## src/rtl/mbscore_alu_mc.sv

```systemverilog
// MBScore execute-stage ALU: single-cycle logic/arith ops plus
// iterative MUL/MULHU/DIVU/REMU behind valid/ready handshakes.
module mbscore_alu_mc #(
  parameter int DATA_WIDTH = 32,
  parameter int OP_WIDTH   = 5
) (
  input  logic                  clk,
  input  logic                  rst,
  input  logic                  in_valid,
  output logic                  in_ready,
  input  logic [OP_WIDTH-1:0]   in_op,
  input  logic [DATA_WIDTH-1:0] in_a,
  input  logic [DATA_WIDTH-1:0] in_b,
  output logic                  out_valid,
  input  logic                  out_ready,
  output logic [DATA_WIDTH-1:0] out_data,
  output logic                  out_cf,
  output logic                  out_dz
);

  localparam int W       = DATA_WIDTH;
  localparam int SHAMT_W = $clog2(DATA_WIDTH);
  localparam int CNT_W   = $clog2(DATA_WIDTH);

  localparam logic [CNT_W-1:0] CNT_INIT = CNT_W'(DATA_WIDTH - 1);

  localparam logic [OP_WIDTH-1:0] OP_ADD   = OP_WIDTH'(0);
  localparam logic [OP_WIDTH-1:0] OP_ADDU  = OP_WIDTH'(1);
  localparam logic [OP_WIDTH-1:0] OP_SUB   = OP_WIDTH'(2);
  localparam logic [OP_WIDTH-1:0] OP_SUBU  = OP_WIDTH'(3);
  localparam logic [OP_WIDTH-1:0] OP_AND   = OP_WIDTH'(4);
  localparam logic [OP_WIDTH-1:0] OP_OR    = OP_WIDTH'(5);
  localparam logic [OP_WIDTH-1:0] OP_XOR   = OP_WIDTH'(6);
  localparam logic [OP_WIDTH-1:0] OP_NOR   = OP_WIDTH'(7);
  localparam logic [OP_WIDTH-1:0] OP_SLL   = OP_WIDTH'(8);
  localparam logic [OP_WIDTH-1:0] OP_SRL   = OP_WIDTH'(9);
  localparam logic [OP_WIDTH-1:0] OP_SRA   = OP_WIDTH'(10);
  localparam logic [OP_WIDTH-1:0] OP_EQ    = OP_WIDTH'(11);
  localparam logic [OP_WIDTH-1:0] OP_NE    = OP_WIDTH'(12);
  localparam logic [OP_WIDTH-1:0] OP_LT    = OP_WIDTH'(13);
  localparam logic [OP_WIDTH-1:0] OP_LTU   = OP_WIDTH'(14);
  localparam logic [OP_WIDTH-1:0] OP_MUL   = OP_WIDTH'(15);
  localparam logic [OP_WIDTH-1:0] OP_MULHU = OP_WIDTH'(16);
  localparam logic [OP_WIDTH-1:0] OP_DIVU  = OP_WIDTH'(17);
  localparam logic [OP_WIDTH-1:0] OP_REMU  = OP_WIDTH'(18);

  typedef enum logic [1:0] {
    S_IDLE,
    S_BUSY,
    S_DONE
  } state_e;

  state_e              state_q, state_d;
  logic [OP_WIDTH-1:0] op_q, op_d;
  logic [W-1:0]        b_q, b_d;
  logic [CNT_W-1:0]    cnt_q, cnt_d;
  logic [2*W-1:0]      acc_q, acc_d;
  logic [W-1:0]        res_q, res_d;
  logic                cf_q, cf_d;
  logic                dz_q, dz_d;

  logic                accept;
  logic                in_long;
  logic [W:0]          sum_w;
  logic [W:0]          diff_w;
  logic [SHAMT_W-1:0]  shamt;
  logic [W-1:0]        short_res;
  logic                short_cf;

  logic                op_div;
  logic                op_lo;
  logic [W:0]          mul_sum;
  logic [2*W-1:0]      mul_acc;
  logic [W:0]          rem_sh;
  logic [W:0]          div_try;
  logic [2*W-1:0]      div_acc;
  logic [2*W-1:0]      step_acc;

  assign in_ready  = (state_q == S_IDLE) ||
                     ((state_q == S_DONE) && out_ready);
  assign accept    = in_valid && in_ready;
  assign out_valid = (state_q == S_DONE);
  assign out_data  = res_q;
  assign out_cf    = cf_q;
  assign out_dz    = dz_q;

  assign in_long = (in_op == OP_MUL)  || (in_op == OP_MULHU) ||
                   (in_op == OP_DIVU) || (in_op == OP_REMU);

  always_comb begin
    sum_w     = {1'b0, in_a} + {1'b0, in_b};
    diff_w    = {1'b0, in_a} - {1'b0, in_b};
    shamt     = in_b[SHAMT_W-1:0];
    short_res = '0;
    short_cf  = 1'b0;
    unique case (in_op)
      OP_ADD:  {short_cf, short_res} = sum_w;
      OP_ADDU: short_res = sum_w[W-1:0];
      OP_SUB:  {short_cf, short_res} = diff_w;
      OP_SUBU: short_res = diff_w[W-1:0];
      OP_AND:  short_res = in_a & in_b;
      OP_OR:   short_res = in_a | in_b;
      OP_XOR:  short_res = in_a ^ in_b;
      OP_NOR:  short_res = ~(in_a | in_b);
      OP_SLL:  short_res = in_a << shamt;
      OP_SRL:  short_res = in_a >> shamt;
      OP_SRA:  short_res = W'($signed(in_a) >>> shamt);
      OP_EQ:   short_res = W'(in_a == in_b);
      OP_NE:   short_res = W'(in_a != in_b);
      OP_LT:   short_res = W'($signed(in_a) < $signed(in_b));
      OP_LTU:  short_res = W'(in_a < in_b);
      default: short_res = '0;
    endcase
  end

  // acc holds {hi, lo}: product halves for MUL, {remainder, quotient}
  // for DIV, so both finish with the result in the same slices.
  always_comb begin
    op_div  = (op_q == OP_DIVU) || (op_q == OP_REMU);
    op_lo   = (op_q == OP_MUL) || (op_q == OP_DIVU);
    mul_sum = {1'b0, acc_q[2*W-1:W]} +
              (acc_q[0] ? {1'b0, b_q} : '0);
    mul_acc = {mul_sum, acc_q[W-1:1]};
    rem_sh  = acc_q[2*W-1:W-1];
    div_try = rem_sh - {1'b0, b_q};
    if (div_try[W]) begin
      div_acc = {rem_sh[W-1:0], acc_q[W-2:0], 1'b0};
    end else begin
      div_acc = {div_try[W-1:0], acc_q[W-2:0], 1'b1};
    end
    step_acc = op_div ? div_acc : mul_acc;
  end

  always_comb begin
    state_d = state_q;
    op_d    = op_q;
    b_d     = b_q;
    cnt_d   = cnt_q;
    acc_d   = acc_q;
    res_d   = res_q;
    cf_d    = cf_q;
    dz_d    = dz_q;
    unique case (state_q)
      S_IDLE, S_DONE: begin
        if (accept) begin
          if (in_long) begin
            state_d = S_BUSY;
            op_d    = in_op;
            b_d     = in_b;
            cnt_d   = CNT_INIT;
            acc_d   = {{W{1'b0}}, in_a};
            cf_d    = 1'b0;
            dz_d    = 1'b0;
          end else begin
            state_d = S_DONE;
            res_d   = short_res;
            cf_d    = short_cf;
            dz_d    = 1'b0;
          end
        end else if (state_q == S_DONE && out_ready) begin
          state_d = S_IDLE;
        end
      end
      S_BUSY: begin
        if (op_div && b_q == '0) begin
          state_d = S_DONE;
          res_d   = (op_q == OP_DIVU) ? {W{1'b1}} : acc_q[W-1:0];
          dz_d    = 1'b1;
        end else begin
          acc_d = step_acc;
          cnt_d = cnt_q - 1'b1;
          if (cnt_q == '0) begin
            state_d = S_DONE;
            cnt_d   = '0;
            res_d   = op_lo ? step_acc[W-1:0] : step_acc[2*W-1:W];
          end
        end
      end
      default: state_d = S_IDLE;
    endcase
  end

  always_ff @(posedge clk) begin
    if (rst) begin
      state_q <= S_IDLE;
      op_q    <= '0;
      b_q     <= '0;
      cnt_q   <= '0;
      acc_q   <= '0;
      res_q   <= '0;
      cf_q    <= 1'b0;
      dz_q    <= 1'b0;
    end else begin
      state_q <= state_d;
      op_q    <= op_d;
      b_q     <= b_d;
      cnt_q   <= cnt_d;
      acc_q   <= acc_d;
      res_q   <= res_d;
      cf_q    <= cf_d;
      dz_q    <= dz_d;
    end
  end

endmodule

```

## config.mk

```make
export PLATFORM = sky130hd
export DESIGN_NAME = mbscore_alu_mc
export DESIGN_NICKNAME = d
export VERILOG_FILES = /design/src/rtl/mbscore_alu_mc.sv
export SDC_FILE = /design/constraint.sdc
export NUM_CORES = 1
export LEC_CHECK = 0
export BUFFER_PORTS_ARGS = -buffer_cell sky130_fd_sc_hd__buf_2
export CORE_MARGIN = 4
export CORE_UTILIZATION = 45
export CTS_BUF_LIST = sky130_fd_sc_hd__clkbuf_16
export DETAILED_ROUTE_END_ITERATION = 10
export PLACE_DENSITY = 0.63
export SYNTH_ARGS = -nofsm -noshare
export SYNTH_HDL_FRONTEND = slang
export SYNTH_SLANG_ARGS = --single-unit
```

## constraint.sdc

```tcl
create_clock -name clk -period 11.4 [get_ports clk]
set_clock_uncertainty 0.1 [all_clocks]
set_input_delay 2.28 -clock clk [delete_from_list [all_inputs] [get_ports clk]]
set_output_delay 2.28 -clock clk [all_outputs]
set_load 0.005 [all_outputs]
```

# Word-level counts from Yosys, hierarchy flattened
# Index checks and enable logic that the tools add are counted.
[classes] addsub=5 n_mul=0 div_mod_pow=0 n_lt_le_gt_ge=2 n_eq_ne=32 n_shift=3 muxes=31 bitwise=4 reduce_logical=23
[op_table] operator="case mux 32 bit (13 select lines)" n=1
[op_table] operator="2-to-1 mux 64 bit" n=5
[op_table] operator="2-to-1 mux 32 bit" n=7
[op_table] operator="case mux 64 bit (2 select lines)" n=1
[op_table] operator="adder 32 x 32 -> 33 bit" n=2
[op_table] operator="< comparator 32 bit" n=2
[op_table] operator="case mux 32 bit (2 select lines)" n=1
[op_table] operator="== test 5 x 4 -> 1 bit, second input constant" n=9
[op_table] operator="subtractor 32 x 32 -> 33 bit" n=1
[op_table] operator="subtractor 33 x 32 -> 33 bit" n=1
[op_table] operator="bitwise AND 32 bit" n=1
[op_table] operator="== test 32 bit" n=1
[op_table] operator="logical NOT 32 bit" n=1
[op_table] operator="inequality test 32 bit" n=1
[op_table] operator="NOT 32 bit" n=1
[op_table] operator="bitwise OR 32 bit" n=1
[op_table] operator="<< shifter 32 x 5 -> 32 bit" n=1
[op_table] operator=">> shifter 32 x 5 -> 32 bit" n=1
[op_table] operator=">>> shifter 32 x 5 -> 32 bit" n=1
[op_table] operator="XOR 32 bit" n=1
[op_table] operator="== test 5 bit, second input constant" n=5
[op_table] operator="== test 5 x 3 -> 1 bit, second input constant" n=4
[op_table] operator="2-to-1 mux 5 bit" n=4
[op_table] operator="== test 5 x 2 -> 1 bit, second input constant" n=2
[op_table] operator="20 further kinds" n=45
[word_totals] register_bits=142 latch_bits=0 mem_bits_rw=0 romBits=0 in_bits=73 n_memories=0

# Logic depth before layout (Yosys ltp)
[logic_depth] word_depth=7 ltp_mapped=18 ltp_nobuf=15

# Worst setup path after synthesis
# Ideal clock, no wire load.
[synth_path] path_type="in2reg" start="in in_b[2]" end="reg res_q[30], in the netlist out_data[30]" setup_time_ns=0.091 t_arrival_ns=6.132 t_required_ns=11.209 path_slack_ns=5.078 stages=18 path_buffers=5 path_cell_list="clkbuf_1 buf_2 inv_1 clkbuf_1 clkbuf_1 ha_1 clkbuf_1 a211oi_1 o211ai_1 a32oi_1 o21ai_0 o21a_1 a311oi_1 nor2_1 a211oi_1 xnor2_1 nand2_1 a311oi_1"
[synth_between] elab_chain_cells=5
[synth_lines] element="start, declared" line_no="13" rtl="input logic [DATA_WIDTH-1:0] in_b,"
[synth_lines] element="subtractor 32 x 32 -> 33 bit (tied with other cells)" line_no="92" rtl="diff_w = {1'b0, in_a} - {1'b0, in_b};"
[synth_lines] element="case mux 32 bit (13 select lines) (*)" line_no="96" rtl="unique case (in_op)"
[synth_lines] element="2-to-1 mux 32 bit (*)" line_no="146" rtl="if (in_long) begin"
[synth_lines] element="2-to-1 mux 32 bit (*)" line_no="145" rtl="if (accept) begin"
[synth_lines] element="case mux 32 bit (2 select lines) (*)" line_no="143" rtl="unique case (state_q)"
[synth_lines] element="end signal, assigned" line_no="199" rtl="res_q <= res_d;"
[synth_lines] element="end, declared" line_no="58" rtl="logic [W-1:0] res_q, res_d;"
# Mark *: on every way between the ends. The rest lies on a longest branch, timed or not. The select of a mux whose other input is x is not followed.
# A chain may end at the register's enable or synchronous reset.

# Worst setup path after layout
# Ends and elaborated chain as after synthesis.

==> run metrics <==
Critical path origin=in_b[2]; initial antenna violation count=2; fraction of final layout cells sized beyond drive strength 1=9.953%; reg2reg setup slack=6.25 ns; first drt pass iteration count=6; count of buffers inserted at the top-level ports=108; via count of the first global-routing pass=21,469; post-synthesis area per instance=7.003 sq um; cell family with most CP delay=compound AO/OA/AOI/OAI gates; internal power contribution=1.050 mW; Placement Rows=76; max-slew violations=0; CTS tree=yes; switching power as a share of total power=43.85%; GPL Wtd Cong=1.084; count of endpoints failing hold in the final timing report=0; instance count of the mapped netlist=2,829; cts bufs inserted=17; critical path arrival=6.93 ns; Fmax=150.5 MHz; 1st-iter DRT viols=2,953; wire length of the first global-routing pass=145.6 mm; cell chosen for the clock root=clkbuf_16; worst slew margin relative to its limit=10.18%; highest net fanout along the worst path=39; aggregate global-route resource usage=41.00%; vias per std cell=6.797; standby leakage power=8.916 nW; outcome=finished clean; kind of end point of the critical path=flip-flop; HP Class=flip-flop to flip-flop; reported max-cap violation count=0; die outline area=47,450 sq um; Gate power share=40.2%; launch instance of the worst min-delay path=op_q[3]; half-perimeter wire length after placement=76.51 mm; RR Startpoint=acc_q[31]; core area=43,270 sq um; number of distinct library cell variants in the gate-level netlist after synthesis=90; Total Power=1.870 mW; post-detailed-routing wire length=100.8 mm; worst ir drop on vdd=0.00009559 V; Antenna Cells=0; part of the total power dissipated in the clock network=31.1%; Switch Pwr=820.1 uW; # Post-CTS Setup Buffers=0; Antenna Nets Post-Route=0; post-cts repair resize count=0; ordered cell list for the critical path=buf_2 -> inv_1 -> buf_4 -> ha_1 -> a211oi_1 -> o211ai_1 -> a32oi_1 -> o21ai_0 -> o21a_1 -> a311oi_1 -> nor2_1 -> a211oi_1 -> xnor2_1 -> nand2_1 -> a311oi_1; total global routing overflow=0; Top Ports=109; Max clock buf depth=2; delay of the slowest cell on the worst path=0.54 ns; hold buffers post-CTS=0; Final Critical Period=6.647 ns; clock latency of the later-clocked register in the worst-skew pair=0.49 ns; die outline width=217.8 um; Syn. warnings=0; area delta synth->final=7.010%; DRC violation count after routing=0; sequential element share of the synthesized area=14.35%; most instantiated flip-flop cell in the synthesis netlist=dfxtp_1; Max stage delay cell, worst path=a32oi_1; Post-synth EDFFs=0; clock edge transition at the registers on the reported setup and hold paths=0.08 ns; number of sinks driven by the clock tree=142; initial standard-cell utilization of the core=45.79%; final cycle utilization of the critical path=58.30%; total setup violations reported at the end of the flow=0; post-synthesis register bit count=142; RSZ-0062 raised after global routing=false; Post-Route Setup TNS=0 ns; share of power burned in registers=28.7%; pin slew with the least headroom to its limit=1.342 ns; Worst Path Buf+Inv=3; pin count of the biggest net entering global routing=74; DIE HEIGHT=217.8 um; per-cell routed wire length=29.83 um; net count after synthesis=3,082; via count=22,961; maximum level of the CTS H-tree=4; worst setup path class=input port to flip-flop; total standard cell area after synthesis=19,810 sq um; launching element type of the critical path=input port; worst path required time=11.69 ns; final net count=3,033; power density normalized to cell area=88.21 nW/um^2; proportion of register bits with asynchronous set or reset after synthesis=0%
routing by layer:
layer,wire [um],global-route usage (%)
met1,40630,54.35
met2,43520,63.15
met3,10900,9.168
met4,5723,20.01
met5,12,0
power by group through the flow:
stage | clock [mW] | combinational [mW] | sequential [mW]
6_report | 0.582 | 0.751 | 0.537
5_1_grt | 0.604 | 0.794 | 0.537
4_1_cts | 0.587 | 0.726 | 0.535
3_5_place_dp | 0 | 0.722 | 0.547
3_3_place_gp | 0 | 0.723 | 0.547
2_1_floorplan | 0 | 0.468 | 0.534
area by class of cell:
cell class | instances | area (sq um)
Fill cell | 4436 | 22060
Multi-Input combinational cell | 2323 | 15660
Sequential cell | 142 | 2843
Timing Repair Buffer | 145 | 825.8
Tap cell | 585 | 732.0
Inverter | 151 | 566.8
Clock buffer | 17 | 425.4
Clock inverter | 15 | 145.1
logic make-up (layout without fill, tap and decap cells):
kind of cell / after synthesis / in the layout / synth area share (%)
AOI/OAI and AO/OA: 972 / 972 / 31.76
and+or+nand+nor: 942 / 942 / 21.10
buffers and inverters: 364 / 328 / 7.073
adders and majority gates: 180 / 180 / 11.52
muxes: 145 / 145 / 10.49
DFF: 142 / 142 / 14.35
xor gates and xnor gates: 84 / 84 / 3.713
cells in the mapped netlist, types with 16 or more instances:
library cell / n / area share (%)
buf_1: 22 / 0.42
and2_1: 41 / 1.3
a31oi_1: 45 / 1.4
ha_1: 176 / 11
nand3_1: 66 / 1.7
o21a_1: 16 / 0.61
a211oi_1: 70 / 2.7
a21o_1: 36 / 1.4
o21ai_0: 211 / 5.3
inv_1: 148 / 2.8
nand2_1: 327 / 6.2
nand4_1: 17 / 0.54
nor4_1: 17 / 0.54
o31ai_1: 18 / 0.68
dfxtp_1: 142 / 14
o21bai_1: 22 / 0.83
a22oi_1: 20 / 0.76
a221oi_1: 43 / 1.9
clkbuf_1: 170 / 3.2
mux2i_1: 85 / 4.3
nor3_1: 43 / 1.1
nor2_1: 333 / 6.3
o211ai_1: 35 / 1.3
nand2b_1: 22 / 0.69
a21oi_1: 288 / 7.3
nor2b_1: 19 / 0.60
xnor2_1: 62 / 2.7
mux4_2: 49 / 5.6
buf_2: 19 / 0.48
a211o_1: 17 / 0.75
xor2_1: 22 / 0.97
sequential cells by signal, summed over array words and instances, names as in the netlist:
register and count:
out_dz 1, acc_q 64, state_q 2, b_q 32, cnt_q 5, op_q 5
out_data 32, out_cf 1
worst register-to-register path, cell delays in order (launching register included):
cell,delay [ns]
dfxtp_1,0.40
inv_1,0.09
ha_1,0.18
inv_1,0.07
fa_1,0.46
a211oi_1,0.32
o21ai_1,0.21
a211oi_2,0.29
a211oi_2,0.14
and4_1,0.28
or3_1,0.36
nand2_1,0.75
o21ai_0,0.44
o31ai_1,0.72
a311oi_1,0.19
placed cells by master (no fill, tap or decap), drive strengths merged, types with 8 or more instances in the layout:
cell type and n:
a221oi 45, a22oi 20, o211ai 37, nor2 334, o21bai 22, nand4 17
dfxtp 142, mux2 11, a21oi 288, o22ai 13, nor4 17, a211o 17
clkbuf 17, nand2 327, a311oi 10, o21ai 218, o31ai 19, o21a 17
buf 145, nor3 44, and3 8, mux2i 85, and2 42, mux4 49
nand2b 23, o2111ai 13, xnor2 62, a31oi 45, a211oi 74, ha 176
or3 15, nor2b 19, o221ai 11, xor2 22, a22o 15, inv 160
nand3 66, a21o 36
path summary, 6_finish.rpt:
kind	endpoint	depth (start not counted)
max	out_data[30]	15
min	op_q[3]	2
max reg2reg	out_data[19]	14
min reg2reg	op_q[3]	2
metrics by stage:
step                std cells  util (%)  setup slack (ns)  instance area [sq um]  hold WS, ns
CTS                      3378     49.00             4.975                  21200       0.3711
finish                   3378     49.00             4.753                  21200       0.3722
floorplan                2829         -             5.078                  19810       0.3453
global route             3378     49.00             4.643                  21200       0.4011
global placement         3346     47.68             4.555                  20630       0.3551
detailed placement       3346     47.68             4.469                  20630       0.3620
Note: power is estimated with default switching activity, not from simulation.
